$ cat src/rtl/decode_hazard_controller_if.sv
// rtl/decode_hazard_controller_if.sv - decode-side signal bundle for the hazard controller
//
// Purpose: groups the decode-stage inputs and the hazard/flush outputs of
//          decode_hazard_controller into one interface.
// Ports (signals):
//   issue_valid_IN, srcA_IN, srcA_use_IN, srcB_IN, srcB_use_IN,
//   wren_IN, writeAd_IN, PC_load_IN             -> into the controller
//   stall_OUT, bubble_OUT, flush_OUT, state_OUT,
//   busy_OUT[7:0], stall_count_OUT              <- from the controller
// Modports: master = decode/pipeline side, slave = controller side.
interface decode_hazard_controller_if #(
    parameter int STALL_CNT_W = 8
);
    logic                   issue_valid_IN;
    logic [2:0]             srcA_IN;
    logic                   srcA_use_IN;
    logic [2:0]             srcB_IN;
    logic                   srcB_use_IN;
    logic                   wren_IN;
    logic [2:0]             writeAd_IN;
    logic                   PC_load_IN;

    logic                   stall_OUT;
    logic                   bubble_OUT;
    logic                   flush_OUT;
    logic                   state_OUT;
    logic [7:0]             busy_OUT;
    logic [STALL_CNT_W-1:0] stall_count_OUT;

    modport master (
        output issue_valid_IN, srcA_IN, srcA_use_IN, srcB_IN, srcB_use_IN,
               wren_IN, writeAd_IN, PC_load_IN,
        input  stall_OUT, bubble_OUT, flush_OUT, state_OUT, busy_OUT,
               stall_count_OUT
    );

    modport slave (
        input  issue_valid_IN, srcA_IN, srcA_use_IN, srcB_IN, srcB_use_IN,
               wren_IN, writeAd_IN, PC_load_IN,
        output stall_OUT, bubble_OUT, flush_OUT, state_OUT, busy_OUT,
               stall_count_OUT
    );
endinterface

$ cat src/rtl/decode_hazard_controller.sv
// rtl/decode_hazard_controller.sv - decode-stage RAW/WAW hazard scoreboard and branch flush sequencer
//
// Purpose: per-register countdown scoreboard of in-flight writes; raises a
//          combinational stall/bubble on RAW/WAW hazards against the
//          instruction in decode, and runs a registered flush sequence after
//          a taken branch (PC load).
// Ports:
//   CLK   clock
//   RST   synchronous active-high reset
//   bus   decode_hazard_controller_if.slave (decode inputs, hazard outputs)
// Optional build macro: DECODE_HAZARD_FORWARD_EN
//   defined   -> RAW only stalls on a producer issued the previous cycle
//   undefined -> RAW stalls on any pending write to a source register
module decode_hazard_controller #(
    parameter int WB_LATENCY   = 3,
    parameter int FLUSH_CYCLES = 2,
    parameter int STALL_CNT_W  = 8
) (
    input  logic                         CLK,
    input  logic                         RST,
    decode_hazard_controller_if.slave    bus
);

    typedef enum logic {
        ST_RUN   = 1'b0,
        ST_FLUSH = 1'b1
    } state_t;

    localparam logic [2:0] WB_LAT_LD = 3'(WB_LATENCY);
    localparam logic [2:0] FLUSH_LD  = 3'(FLUSH_CYCLES);
    localparam logic [STALL_CNT_W-1:0] STALL_ONE = {{(STALL_CNT_W-1){1'b0}}, 1'b1};

    state_t                   state_q, state_d;
    logic [2:0]               flush_cnt_q, flush_cnt_d;
    logic [7:0][2:0]          cnt_q, cnt_d;
    logic [STALL_CNT_W-1:0]   stall_cnt_q, stall_cnt_d;

    logic [7:0]               busy;
    logic                     raw, waw, stall, accept, in_run;

    always_comb begin
        for (int i = 0; i < 8; i++) begin
            busy[i] = (cnt_q[i] != 3'd0);
        end
    end

    assign in_run = (state_q == ST_RUN);

`ifdef DECODE_HAZARD_FORWARD_EN
    // Forwarding covers every producer except one issued last cycle, whose
    // counter still holds the freshly loaded latency value.
    assign raw = (bus.srcA_use_IN & (cnt_q[bus.srcA_IN] == WB_LAT_LD)) |
                 (bus.srcB_use_IN & (cnt_q[bus.srcB_IN] == WB_LAT_LD));
`else
    assign raw = (bus.srcA_use_IN & busy[bus.srcA_IN]) |
                 (bus.srcB_use_IN & busy[bus.srcB_IN]);
`endif

    assign waw = bus.wren_IN & busy[bus.writeAd_IN];

    // A PC load wins over any hazard: the decode instruction is discarded anyway.
    assign stall  = bus.issue_valid_IN & in_run & ~bus.PC_load_IN & (raw | waw);
    assign accept = bus.issue_valid_IN & in_run & ~bus.PC_load_IN & ~stall;

    // Scoreboard next state: decrement all pending entries, then let an
    // accepted write reload its destination entry.
    always_comb begin
        for (int i = 0; i < 8; i++) begin
            cnt_d[i] = (cnt_q[i] != 3'd0) ? (cnt_q[i] - 3'd1) : 3'd0;
        end
        if (accept && bus.wren_IN) begin
            cnt_d[bus.writeAd_IN] = WB_LAT_LD;
        end
    end

    always_comb begin
        stall_cnt_d = stall_cnt_q;
        if (stall && (stall_cnt_q != {STALL_CNT_W{1'b1}})) begin
            stall_cnt_d = stall_cnt_q + STALL_ONE;
        end
    end

    // Flush FSM: the counter holds the number of FLUSH cycles remaining,
    // including the current one; a new PC load restarts the sequence.
    always_comb begin
        state_d     = state_q;
        flush_cnt_d = flush_cnt_q;
        case (state_q)
            ST_RUN: begin
                if (bus.PC_load_IN) begin
                    state_d     = ST_FLUSH;
                    flush_cnt_d = FLUSH_LD;
                end
            end
            ST_FLUSH: begin
                if (bus.PC_load_IN) begin
                    flush_cnt_d = FLUSH_LD;
                end else if (flush_cnt_q <= 3'd1) begin
                    state_d     = ST_RUN;
                    flush_cnt_d = 3'd0;
                end else begin
                    flush_cnt_d = flush_cnt_q - 3'd1;
                end
            end
            default: begin
                state_d     = ST_RUN;
                flush_cnt_d = 3'd0;
            end
        endcase
    end

    always_ff @(posedge CLK) begin
        if (RST) begin
            state_q     <= ST_RUN;
            flush_cnt_q <= 3'd0;
            cnt_q       <= '0;
            stall_cnt_q <= '0;
        end else begin
            state_q     <= state_d;
            flush_cnt_q <= flush_cnt_d;
            cnt_q       <= cnt_d;
            stall_cnt_q <= stall_cnt_d;
        end
    end

    assign bus.stall_OUT       = stall;
    assign bus.flush_OUT       = (state_q == ST_FLUSH);
    assign bus.bubble_OUT      = stall | (state_q == ST_FLUSH) | (in_run & bus.PC_load_IN);
    assign bus.state_OUT       = state_q;
    assign bus.busy_OUT        = busy;
    assign bus.stall_count_OUT = stall_cnt_q;

endmodule

$ cat src/flat_wrapper.sv
// flat-port wrapper written by rule: the top's interface ports become plain ports
module decode_hazard_controller_flat 
#(
    parameter int WB_LATENCY   = 3,
    parameter int FLUSH_CYCLES = 2,
    parameter int STALL_CNT_W  = 8
)
  (CLK, RST, bus_issue_valid_IN, bus_srcA_IN, bus_srcA_use_IN, bus_srcB_IN, bus_srcB_use_IN, bus_wren_IN, bus_writeAd_IN, bus_PC_load_IN, bus_stall_OUT, bus_bubble_OUT, bus_flush_OUT, bus_state_OUT, bus_busy_OUT, bus_stall_count_OUT);
  decode_hazard_controller_if #(.STALL_CNT_W(STALL_CNT_W)) bus_i ();
  input  logic CLK;
  input  logic RST;
  input wire logic [$bits(bus_i.issue_valid_IN)-1:0] bus_issue_valid_IN;
  input wire logic [$bits(bus_i.srcA_IN)-1:0] bus_srcA_IN;
  input wire logic [$bits(bus_i.srcA_use_IN)-1:0] bus_srcA_use_IN;
  input wire logic [$bits(bus_i.srcB_IN)-1:0] bus_srcB_IN;
  input wire logic [$bits(bus_i.srcB_use_IN)-1:0] bus_srcB_use_IN;
  input wire logic [$bits(bus_i.wren_IN)-1:0] bus_wren_IN;
  input wire logic [$bits(bus_i.writeAd_IN)-1:0] bus_writeAd_IN;
  input wire logic [$bits(bus_i.PC_load_IN)-1:0] bus_PC_load_IN;
  output wire logic [$bits(bus_i.stall_OUT)-1:0] bus_stall_OUT;
  output wire logic [$bits(bus_i.bubble_OUT)-1:0] bus_bubble_OUT;
  output wire logic [$bits(bus_i.flush_OUT)-1:0] bus_flush_OUT;
  output wire logic [$bits(bus_i.state_OUT)-1:0] bus_state_OUT;
  output wire logic [$bits(bus_i.busy_OUT)-1:0] bus_busy_OUT;
  output wire logic [$bits(bus_i.stall_count_OUT)-1:0] bus_stall_count_OUT;
  assign bus_i.issue_valid_IN = bus_issue_valid_IN;
  assign bus_i.srcA_IN = bus_srcA_IN;
  assign bus_i.srcA_use_IN = bus_srcA_use_IN;
  assign bus_i.srcB_IN = bus_srcB_IN;
  assign bus_i.srcB_use_IN = bus_srcB_use_IN;
  assign bus_i.wren_IN = bus_wren_IN;
  assign bus_i.writeAd_IN = bus_writeAd_IN;
  assign bus_i.PC_load_IN = bus_PC_load_IN;
  assign bus_stall_OUT = bus_i.stall_OUT;
  assign bus_bubble_OUT = bus_i.bubble_OUT;
  assign bus_flush_OUT = bus_i.flush_OUT;
  assign bus_state_OUT = bus_i.state_OUT;
  assign bus_busy_OUT = bus_i.busy_OUT;
  assign bus_stall_count_OUT = bus_i.stall_count_OUT;
  decode_hazard_controller #(.WB_LATENCY(WB_LATENCY), .FLUSH_CYCLES(FLUSH_CYCLES), .STALL_CNT_W(STALL_CNT_W)) u_core (.CLK(CLK), .RST(RST), .bus(bus_i));
endmodule
$ cat config.mk
export PLATFORM = sky130hd
export DESIGN_NAME = decode_hazard_controller_flat
export DESIGN_NICKNAME = d
export VERILOG_FILES = /design/src/rtl/decode_hazard_controller_if.sv /design/src/rtl/decode_hazard_controller.sv /design/src/flat_wrapper.sv
export SDC_FILE = /design/constraint.sdc
export NUM_CORES = 1
export LEC_CHECK = 0
export BUFFER_PORTS_ARGS = -buffer_cell sky130_fd_sc_hd__buf_2
export CAP_MARGIN = 20
export CORE_MARGIN = 5
export CORE_UTILIZATION = 40
export CTS_CLUSTER_SIZE = 25
export DETAILED_ROUTE_END_ITERATION = 12
export GPL_ROUTABILITY_DRIVEN = 0
export PLACE_DENSITY_LB_ADDON = 0.05
export SLEW_MARGIN = 15
export SYNTH_ARGS = -nofsm -noshare
export SYNTH_HDL_FRONTEND = slang
export SYNTH_SLANG_ARGS = --single-unit
$ cat constraint.sdc
create_clock -name CLK -period 7.2 [get_ports CLK]
set_clock_uncertainty 0.1 [all_clocks]
set_input_delay 1.44 -clock CLK [delete_from_list [all_inputs] [get_ports CLK]]
set_output_delay 1.44 -clock CLK [all_outputs]
set_load 0.1 [all_outputs]
==> out/summary.txt, run 1 <==
asr flop ratio synth: 0
H-Tree Depth: 2
die area: 6230 µm²
Worst slew margin: 0.406
Crit path depth: 8
Post-CTS Hold Fix Bufs: 0
Synth Warn #: 0
status: finished clean
synth top area cells: dfxtp_1 38%, a21oi_1 5.3%, nor3b_1 3.6%
placed cell areas: 2070 µm²
post-layout instance area: 2180 µm²
slowest library cell on the worst path: a2111oi_4
total gr overflow: 0
Worst-Skew Late Latency: 0.29 ns
initial core utilization: 0.408
ANT nets after route: 0
Power Density: 201 nW/µm²
Hold WS: 0.391 ns
core area: 4660 µm²
crit-path max cell delay: 0.78 ns
VDD IR-drop max: 0.0978 mV
CP endpoint kind: primary output
area grow syn2layout: 14.9%
cts bufs inserted: 5
DRT iter0 DRCs: 56
crit path time final: 5.03 ns
post-synth top area cell: dfxtp_1
port bufs: 35
Worst EP required: 5.66 ns
Hold Path Stages: 2
Hold Path Class: flip-flop to flip-flop
setup TNS: 0 ns
# DRC: 0
DIE HEIGHT: 79.0 µm
largest net degree at the start of global routing: 40
crit-path max FO: 15
first-pass GRT wire length: 7050 µm
Hold Startpoint: u_core.bus.stall_count_OUT[1]
share of the synthesized area in the top cell type: 0.379
setup slack after layout: 2.17 ns
clock sink total: 36
Netlist Area Pre-Place: 1900 µm²
syn nets: 228
synthesized instance count: 210
initial antenna violation count: 0
register area share after synthesis: 0.379
DP Worst Slack: 2.17 ns
# diodes: 0
via count: 1,654
Netlist cell types: 48
CP startpoint: bus_writeAd_IN[2]
RSZ-0062 raised after global routing: false
Detail Placement HPWL: 3110 µm
post-CTS setup buffers: 0
Critical Path AT: 3.49 ns
reg-to-reg critical path startpoint: u_core.cnt_q[11]
family with the most delay on the worst path: compound AO/OA/AOI/OAI gates
crit path launch type: input pin
Layout Nets: 262
Max Clk Rate: 199 MHz
Seq cells post-synth: 36
vias in the first global route: 1,520
clock slew at reported path FFs: 0.08 ns
fin crit share: 0.699
io pins: 36
CTS tree: built
Post-synth EDFFs: 0
crit path cell chain: buf_2 > inv_1 > or3_1 > a21oi_1 > nor3_1 > a2111oi_4 > o21ai_0 > buf_2
post-CTS sizing: 0
CTS max path bufs: 2
crit-path most repeated cell: buf_2
Leak: 0.886 nW
DR pass1 iterations: 4
via/cell ratio: 5.53
Fin. Hold Viols: 0
R2R depth: 7
WL final: 4290 µm
row cnt: 25
max-cap violations: 0
commonest cells in the netlist: 36 x dfxtp_1, 20 x a21oi_1, 17 x nor2_1, 12 x inv_1, 11 x nand2_1
Synth Flop Type: dfxtp_1
DR WL/cell: 14.3 µm
share of cells above drive strength 1: 0.253
syn_area_per_cell: 9.06 µm²
CTS root buffer: clkbuf_8
die width: 79.0 µm
GR Util All Layers: 0.143
Slew Limit Fails: 0
critical path buffer and inverter count: 3
Setup Crit Path Kind: input pin to primary output
most frequent cell after synthesis: dfxtp_1
Setup violations, final: 0
slew of the pin with the lowest slew margin: 0.891 ns
cell type report:
cell class | instances | area, µm²
Timing Repair Buffer | 35 | 175
Fill cell | 470 | 2480
Clock buffer | 5 | 68.8
Sequential cell | 36 | 721
Clock inverter | 3 | 42.5
Tap cell | 54 | 67.6
Inverter | 13 | 48.8
Multi-Input combinational cell | 153 | 1060
layer usage:
layer,track usage,up-vias,wire length [µm],part of all wire
met4,0.0464,0,60,0.014
li1,-,851,-,-
met5,0,-,0,0
met3,0.0454,7,206,0.048
met2,0.211,32,1830,0.43
met1,0.197,764,2190,0.51
logic make-up after synthesis:
group           synth area share
compound gates             0.204
fa+ha+maj                 0.0132
buf+inv                   0.0631
flops                      0.379
mux                       0.0493
simple gates               0.291
worst register-to-register path, stage by stage (launching register included):
cell	delay [ns]
dfxtp_1	0.34
nor3_2	0.33
inv_1	0.14
o2111ai_1	0.23
nand4_1	0.18
a2111oi_4	0.88
and4bb_1	0.28
mux2_4	0.29
power breakdown:
group	total (mW)	leakage (nW)	switching (mW)	internal, mW
sequential	0.203	0.291	0.00215	0.201
clock	0.178	0.0541	0.0759	0.102
combinational	0.0574	0.541	0.0428	0.0146
total	0.439	0.886	0.121	0.318
final timing paths:
kind / slack, ns / endpoint
max: 2.17 / bus_bubble_OUT
min: 0.39 / u_core.bus.stall_count_OUT[1]
max reg2reg: 4.32 / u_core.bus.stall_count_OUT[5]
min reg2reg: 0.39 / u_core.bus.stall_count_OUT[1]
sequential cells by signal, summed over array words and instances (netlist names):
register / flops
u_core.flush_cnt_q: 3
u_core.cnt_q: 24
u_core.bus.flush_OUT: 1
u_core.bus.stall_count_OUT: 8
through the flow:
step,utilization,power (mW),cells
global placement,0.445,0.266,291
global route,0.469,0.458,299
floorplan,-,0.254,210
finish,0.469,0.439,299
detailed placement,0.445,0.265,291
CTS,0.469,0.445,299
cells in the final DEF, fill, tap and decap left out, types with 7 or more instances in the layout:
master,n
and2_1,9
inv_1,12
nor2_1,17
o22ai_1,8
nor3b_1,9
o32ai_1,7
nand2_1,11
o21ai_0,8
a21oi_1,20
buf_2,35
dfxtp_1,36
Power figures use the tool's default switching activity.
==> run 2, diff against run 1 <==
==> constraint.sdc (replaced) <==
create_clock -name CLK -period 4.13 [get_ports CLK]
set_clock_uncertainty 0.1 [all_clocks]
set_input_delay 0.826 -clock CLK [delete_from_list [all_inputs] [get_ports CLK]]
set_output_delay 0.826 -clock CLK [all_outputs]
set_load 0.1 [all_outputs]
==> run 2 against run 1 <==
  * Global-route usage grew 0.23 points
  * Routed wire length down 0.75%
  * Non-clock buffer count increased by 1
  * Highest routed layer unchanged
==> out/summary.txt, run 2 (same netlist as run 1, synthesis figures left out) <==
reg-to-reg critical path startpoint: u_core.cnt_q[11] (unchanged)
Largest Register: u_core.cnt_q (unchanged)
core area: 4660 µm² (unchanged)
Slew Limit Fails: 0 (unchanged)
clock sink total: 36 (unchanged)
GR Util All Layers: 0.145 (was 0.143)
Setup violations, final: 0 (unchanged)
fin crit share: 0.844
Critical Path AT: 2.56 ns (was 3.49 ns)
via/cell ratio: 5.47 (was 5.53)
initial core utilization: 0.408 (unchanged)
DIE HEIGHT: 79.0 µm (unchanged)
critical path buffer and inverter count: 2 (was 3)
port bufs: 35 (unchanged)
crit path time final: 3.49 ns
slew of the pin with the lowest slew margin: 0.740 ns (was 0.891 ns)
crit path launch type: input pin (unchanged)
ANT nets after route: 0 (unchanged)
Worst-Skew Late Latency: 0.28 ns (was 0.29 ns)
Worst slew margin: 0.507 (was 0.406)
clock slew at reported path FFs: 0.07 ns (was 0.08 ns)
setup TNS: 0 ns (unchanged)
VDD IR-drop max: 0.233 mV (was 0.0978 mV)
CTS tree: built (unchanged)
Fin. Hold Viols: 0 (unchanged)
DRT iter0 DRCs: 62 (was 56)
DR pass1 iterations: 4 (unchanged)
post-CTS setup buffers: 0 (unchanged)
io pins: 36 (unchanged)
Detail Placement HPWL: 3060 µm (was 3110 µm)
commonest non-fill, non-tap cell in the layout: dfxtp_1 (unchanged)
initial antenna violation count: 0 (unchanged)
Leak: 0.881 nW (was 0.886 nW)
Post-CTS Hold Fix Bufs: 0 (unchanged)
RSZ-0062 raised after global routing: false (unchanged)
vias in the first global route: 1,535 (was 1,520)
Hold Path Stages: 2 (unchanged)
most frequent cells in the layout: 36 x dfxtp_1, 35 x buf_2, 20 x a21oi_1 (unchanged)
R2R depth: 8 (was 7)
crit-path most repeated cell: buf_2 (unchanged)
fin cells: 300 (was 299)
area grow syn2layout: 14.9% (unchanged)
CP endpoint kind: primary output (unchanged)
status: finished clean (unchanged)
die area: 6230 µm² (unchanged)
Hold Path Class: flip-flop to flip-flop (unchanged)
slowest library cell on the worst path: mux4_1 (was a2111oi_4)
cts bufs inserted: 5 (unchanged)
placed instance count: 292 (was 291)
family with the most delay on the worst path: buffers and inverters (was compound AO/OA/AOI/OAI gates)
Setup Crit Path Kind: input pin to primary output (unchanged)
DR WL/cell: 14.2 µm (was 14.3 µm)
CTS root buffer: clkbuf_8 (unchanged)
post-CTS sizing: 0 (unchanged)
largest net degree at the start of global routing: 40 (unchanged)
die width: 79.0 µm (unchanged)
# fillers: 458 (was 470)
Hold EP: u_core.bus.stall_count_OUT[1] (unchanged)
max reg flops: 24 (unchanged)
Layout Nets: 263 (was 262)
reg2reg end: u_core.bus.stall_count_OUT[5] (unchanged)
via count: 1,642 (was 1,654)
first-pass GRT wire length: 7220 µm (was 7050 µm)
crit path cell chain: buf_2 > mux4_1 > nor2b_1 > a311oi_2 > a2111oi_4 > o21ai_2 > buf_2 (was buf_2 > inv_1 > or3_1 > a21oi_1 > nor3_1 > a2111oi_4 > o21ai_0 > buf_2)
Hold Startpoint: u_core.bus.stall_count_OUT[1] (unchanged)
share of cells above drive strength 1: 0.264 (was 0.253)
total gr overflow: 0 (unchanged)
max-cap violations: 0 (unchanged)
Max Clk Rate: 287 MHz
H-Tree Depth: 2 (unchanged)
CTS max path bufs: 2 (unchanged)
WL final: 4250 µm (was 4290 µm)
# DRC: 0 (unchanged)
crit-path max cell delay: 0.53 ns (was 0.78 ns)
Power Density: 331 nW/µm² (was 201 nW/µm²)
crit-path max FO: 4 (was 15)
Reg2Reg Setup Slack: 1.46 ns (was 4.32 ns)
Worst EP required: 3.20 ns (was 5.66 ns)
# diodes: 0 (unchanged)
row cnt: 25 (unchanged)
## run 2: cell type report
class	instances	area (µm²)	share of cell area
tap	54	67.6	0.0309
sequential	36	721	0.330
inverter	13	48.8	0.0223
multi-input combinational	153	1070	0.489
clock buffer	6	82.6	0.0378
clock inverter	2	15.0	0.00687
timing repair buffer	36	183	0.0836
## run 2: how the worst max path moves through the flow
stage	depth (start not counted)	start	slack, ns	end
floorplan	6	bus_srcA_IN[0]	0.42	bus_bubble_OUT
CTS	7	bus_srcA_IN[0]	0.62	bus_bubble_OUT
finish	7	bus_srcA_IN[0]	0.64	bus_bubble_OUT
detailed placement	7	bus_srcA_IN[0]	0.62	bus_bubble_OUT
global placement	7	bus_srcA_IN[0]	0.64	bus_bubble_OUT
global route	7	bus_srcA_IN[0]	0.55	bus_bubble_OUT
## run 2: routing by layer
layer	vias up	routed length, µm	GRT usage	part of all wire
li1	858	-	-	-
met1	757	2090	0.197	0.49
met2	25	1950	0.225	0.46
met3	2	185	0.0385	0.043
met4	0	26	0.0430	0.0061
met5	-	0	0	0
## run 2: power by group
| group | total (mW) | switching [mW] | internal (mW) | leakage (nW) |
|---|---|---|---|---|
| logic | 0.104 | 0.0770 | 0.0273 | 0.546 |
| registers | 0.354 | 0.00364 | 0.350 | 0.291 |
| clock network | 0.265 | 0.130 | 0.135 | 0.0434 |
## run 2: stage by stage
stage | power (mW) | setup slack [ns] | util | area (µm²) | hold WS [ns]
floorplan | 0.444 | 0.421 | - | 1910 | 0.380
global placement | 0.467 | 0.640 | 0.448 | 2090 | 0.383
detailed placement | 0.467 | 0.623 | 0.448 | 2090 | 0.385
CTS | 0.730 | 0.622 | 0.469 | 2180 | 0.397
global route | 0.754 | 0.548 | 0.469 | 2180 | 0.422
finish | 0.723 | 0.644 | 0.469 | 2180 | 0.394
## run 2: worst register-to-register path, cell delays in order (launching register included)
cell and delay, ns:
dfxtp_1 0.33, nor3_2 0.34, inv_1 0.12, o2111ai_1 0.20, nand4_1 0.17, a2111oi_4 0.51, buf_4 0.29, and4bb_1 0.22
mux2_4 0.29
==> run 3, diff against run 2 <==
==> constraint.sdc (replaced) <==
create_clock -name CLK -period 3.3 [get_ports CLK]
set_clock_uncertainty 0.1 [all_clocks]
set_input_delay 0.66 -clock CLK [delete_from_list [all_inputs] [get_ports CLK]]
set_output_delay 0.66 -clock CLK [all_outputs]
set_load 0.1 [all_outputs]
==> run 3 against run 2 <==
  * First-iteration DRC count rose by 6.5%
  * Highest routed layer unchanged
  * Flip-flop and latch count did not move
  * Hold slack got worse by 0.0026 ns
  * Core utilization rose by 1.4 points
  * Worst setup slack got worse by 0.44 ns
  * Critical endpoint unchanged
  * Combinational power rose by 38%
  * Sequential power rose by 25%
==> out/summary.txt, run 3 (same netlist as run 1, synthesis figures left out) <==
status: finished clean (unchanged)
clock share of power: 0.350 (was 0.366)
Setup Crit Path Kind: input pin to primary output (unchanged)
setup slack after layout: 0.200 ns (was 0.644 ns)
Reg2Reg Setup Slack: 0.74 ns (was 1.46 ns)
largest net degree at the start of global routing: 22 (was 40)
max reg flops: 24 (unchanged)
crit-path max FO: 15 (was 4)
first-pass GRT wire length: 7240 µm (was 7220 µm)
share of cells above drive strength 1: 0.273 (was 0.264)
H-Tree Depth: 2 (unchanged)
ANT nets after route: 0 (unchanged)
reg2reg end: u_core.bus.stall_count_OUT[0] (was u_core.bus.stall_count_OUT[5])
slowest library cell on the worst path: mux4_1 (unchanged)
CP endpoint kind: primary output (unchanged)
Largest Register: u_core.cnt_q (unchanged)
VDD IR-drop max: 0.139 mV (was 0.233 mV)
RSZ-0062 raised after global routing: false (unchanged)
setup TNS: 0 ns (unchanged)
core area: 4660 µm² (unchanged)
CTS root buffer: clkbuf_8 (unchanged)
placed cell areas: 2160 µm² (was 2090 µm²)
R2R depth: 8 (unchanged)
Hold WS: 0.391 ns (was 0.394 ns)
switching share of power: 0.303 (was 0.291)
initial antenna violation count: 0 (unchanged)
CTS tree: built (unchanged)
fin crit share: 0.939
crit-path most repeated cell: buf_12 (was buf_2)
post-CTS sizing: 0 (unchanged)
cts bufs inserted: 5 (unchanged)
DR WL/cell: 14.2 µm (about the same)
# diodes: 0 (unchanged)
DIE HEIGHT: 79.0 µm (unchanged)
post-CTS setup buffers: 0 (unchanged)
DP Worst Slack: 0.225 ns (was 0.623 ns)
# DRC: 0 (unchanged)
Critical Path AT: 2.34 ns (was 2.56 ns)
slew of the pin with the lowest slew margin: 0.495 ns (was 0.740 ns)
Worst EP required: 2.54 ns (was 3.20 ns)
internal cell power: 630 µW (was 513 µW)
via count: 1,689 (was 1,642)
CP endpoint: bus_bubble_OUT (unchanged)
DR pass1 iterations: 4 (unchanged)
clock slew at reported path FFs: 0.08 ns (was 0.07 ns)
Worst-Skew Late Latency: 0.30 ns (was 0.28 ns)
row cnt: 25 (unchanged)
Flop pwr share: 0.490 (about the same)
CTS max path bufs: 2 (unchanged)
Detail Placement HPWL: 3200 µm (was 3060 µm)
post-layout instance area: 2250 µm² (was 2180 µm²)
Max Clk Rate: 323 MHz
DRT iter0 DRCs: 66 (was 62)
Power Density: 401 nW/µm² (was 331 nW/µm²)
io pins: 36 (unchanged)
total gr overflow: 0 (unchanged)
CP startpoint: bus_srcA_IN[0] (unchanged)
die area: 6230 µm² (unchanged)
crit-path max cell delay: 0.53 ns (about the same)
initial core utilization: 0.408 (unchanged)
clock sink total: 36 (unchanged)
area grow syn2layout: 18.4% (was 14.9%)
Layout Nets: 266 (was 263)
Slew Limit Fails: 0 (unchanged)
crit path time final: 3.10 ns
crit path launch type: input pin (unchanged)
commonest non-fill, non-tap cell in the layout: dfxtp_1 (unchanged)
WL final: 4310 µm (was 4250 µm)
Worst slew margin: 0.672 (was 0.507)
GR Util All Layers: 0.147 (was 0.145)
crit path cell chain: buf_2 > mux4_1 > nor2b_1 > a311oi_2 > a2111oi_4 > buf_12 > o21ai_4 > buf_12 (was buf_2 > mux4_1 > nor2b_1 > a311oi_2 > a2111oi_4 > o21ai_2 > buf_2)
Post-CTS Hold Fix Bufs: 0 (unchanged)
Leak: 0.914 nW (was 0.881 nW)
die width: 79.0 µm (unchanged)
via/cell ratio: 5.57 (was 5.47)
vias in the first global route: 1,538 (was 1,535)
most frequent cells in the layout: 36 x dfxtp_1, 33 x buf_2, 20 x a21oi_1 (was 36 x dfxtp_1, 35 x buf_2, 20 x a21oi_1)
NetSw: 274 µW (was 210 µW)
Fin. Hold Viols: 0 (unchanged)
Gate power share: 0.159 (was 0.144)
max-cap violations: 0 (unchanged)
reg-to-reg critical path startpoint: u_core.cnt_q[14] (was u_core.cnt_q[11])
Setup violations, final: 0 (unchanged)
port bufs: 35 (unchanged)
Hold Path Class: flip-flop to flip-flop (unchanged)
## run 3: cell count changes in the layout (fill, tap and decap cells not counted)
cell        previous run  this run
clkinv_4               0         1
buf_12                 0         3
o21ai_2                1         0
buf_4                  1         3
o21ai_4                0         1
clkbuf_8               6         5
buf_2                 35        33
clkinv_2               0         2
nor2_4                 0         1
clkinvlp_4             2         0
nor2_2                 1         0
## run 3: cell type report
| class | count | area [µm²] |
|---|---|---|
| timing repair buffer | 39 | 248 |
| inverter | 13 | 48.8 |
| sequential | 36 | 721 |
| multi-input combinational | 153 | 1080 |
| tap | 54 | 67.6 |
| fill | 458 | 2410 |
| clock buffer | 5 | 68.8 |
| clock inverter | 3 | 18.8 |
## run 3: power groups by stage
| stage | Combinational (mW) | Sequential [mW] | Clock [mW] |
|---|---|---|---|
| 4_1_cts | 0.144 | 0.443 | 0.330 |
| 3_5_place_dp | 0.144 | 0.454 | 0 |
| 2_1_floorplan | 0.0946 | 0.464 | 0 |
| 5_1_grt | 0.154 | 0.444 | 0.353 |
| 3_3_place_gp | 0.145 | 0.454 | 0 |
| 6_report | 0.144 | 0.443 | 0.317 |
## run 3: how the worst min path moves through the flow
stage | cells past startpoint | start | end
CTS | 2 | u_core.bus.stall_count_OUT[1] | u_core.bus.stall_count_OUT[1]
global route | 1 | u_core.cnt_q[20] | u_core.cnt_q[20]
detailed placement | 2 | u_core.bus.stall_count_OUT[1] | u_core.bus.stall_count_OUT[1]
global placement | 2 | u_core.bus.stall_count_OUT[1] | u_core.bus.stall_count_OUT[1]
finish | 2 | u_core.bus.stall_count_OUT[1] | u_core.bus.stall_count_OUT[1]
floorplan | 1 | u_core.cnt_q[23] | u_core.cnt_q[23]
## run 3: routing by layer
layer | global-route usage | vias up | part of all wire
met5 | 0 | - | 0
met2 | 0.228 | 25 | 0.46
li1 | - | 860 | -
met3 | 0.0476 | 6 | 0.038
met4 | 0.0533 | 0 | 0.013
met1 | 0.192 | 798 | 0.49
## run 3: through the flow
stage          utilization  power (mW)  std cells
2_1_floorplan            -       0.558        210
3_3_place_gp         0.464       0.598        295
3_5_place_dp         0.464       0.597        295
4_1_cts              0.483       0.917        303
5_1_grt              0.483       0.951        303
6_report             0.483       0.904        303
## run 3: critical path: cells and delay by family
family	cells	cell delay (ns)
AOI/OAI and AO/OA	3	0.51
buffers and inverters	3	0.48
muxes	1	0.53
and+or+nand+nor	1	0.15
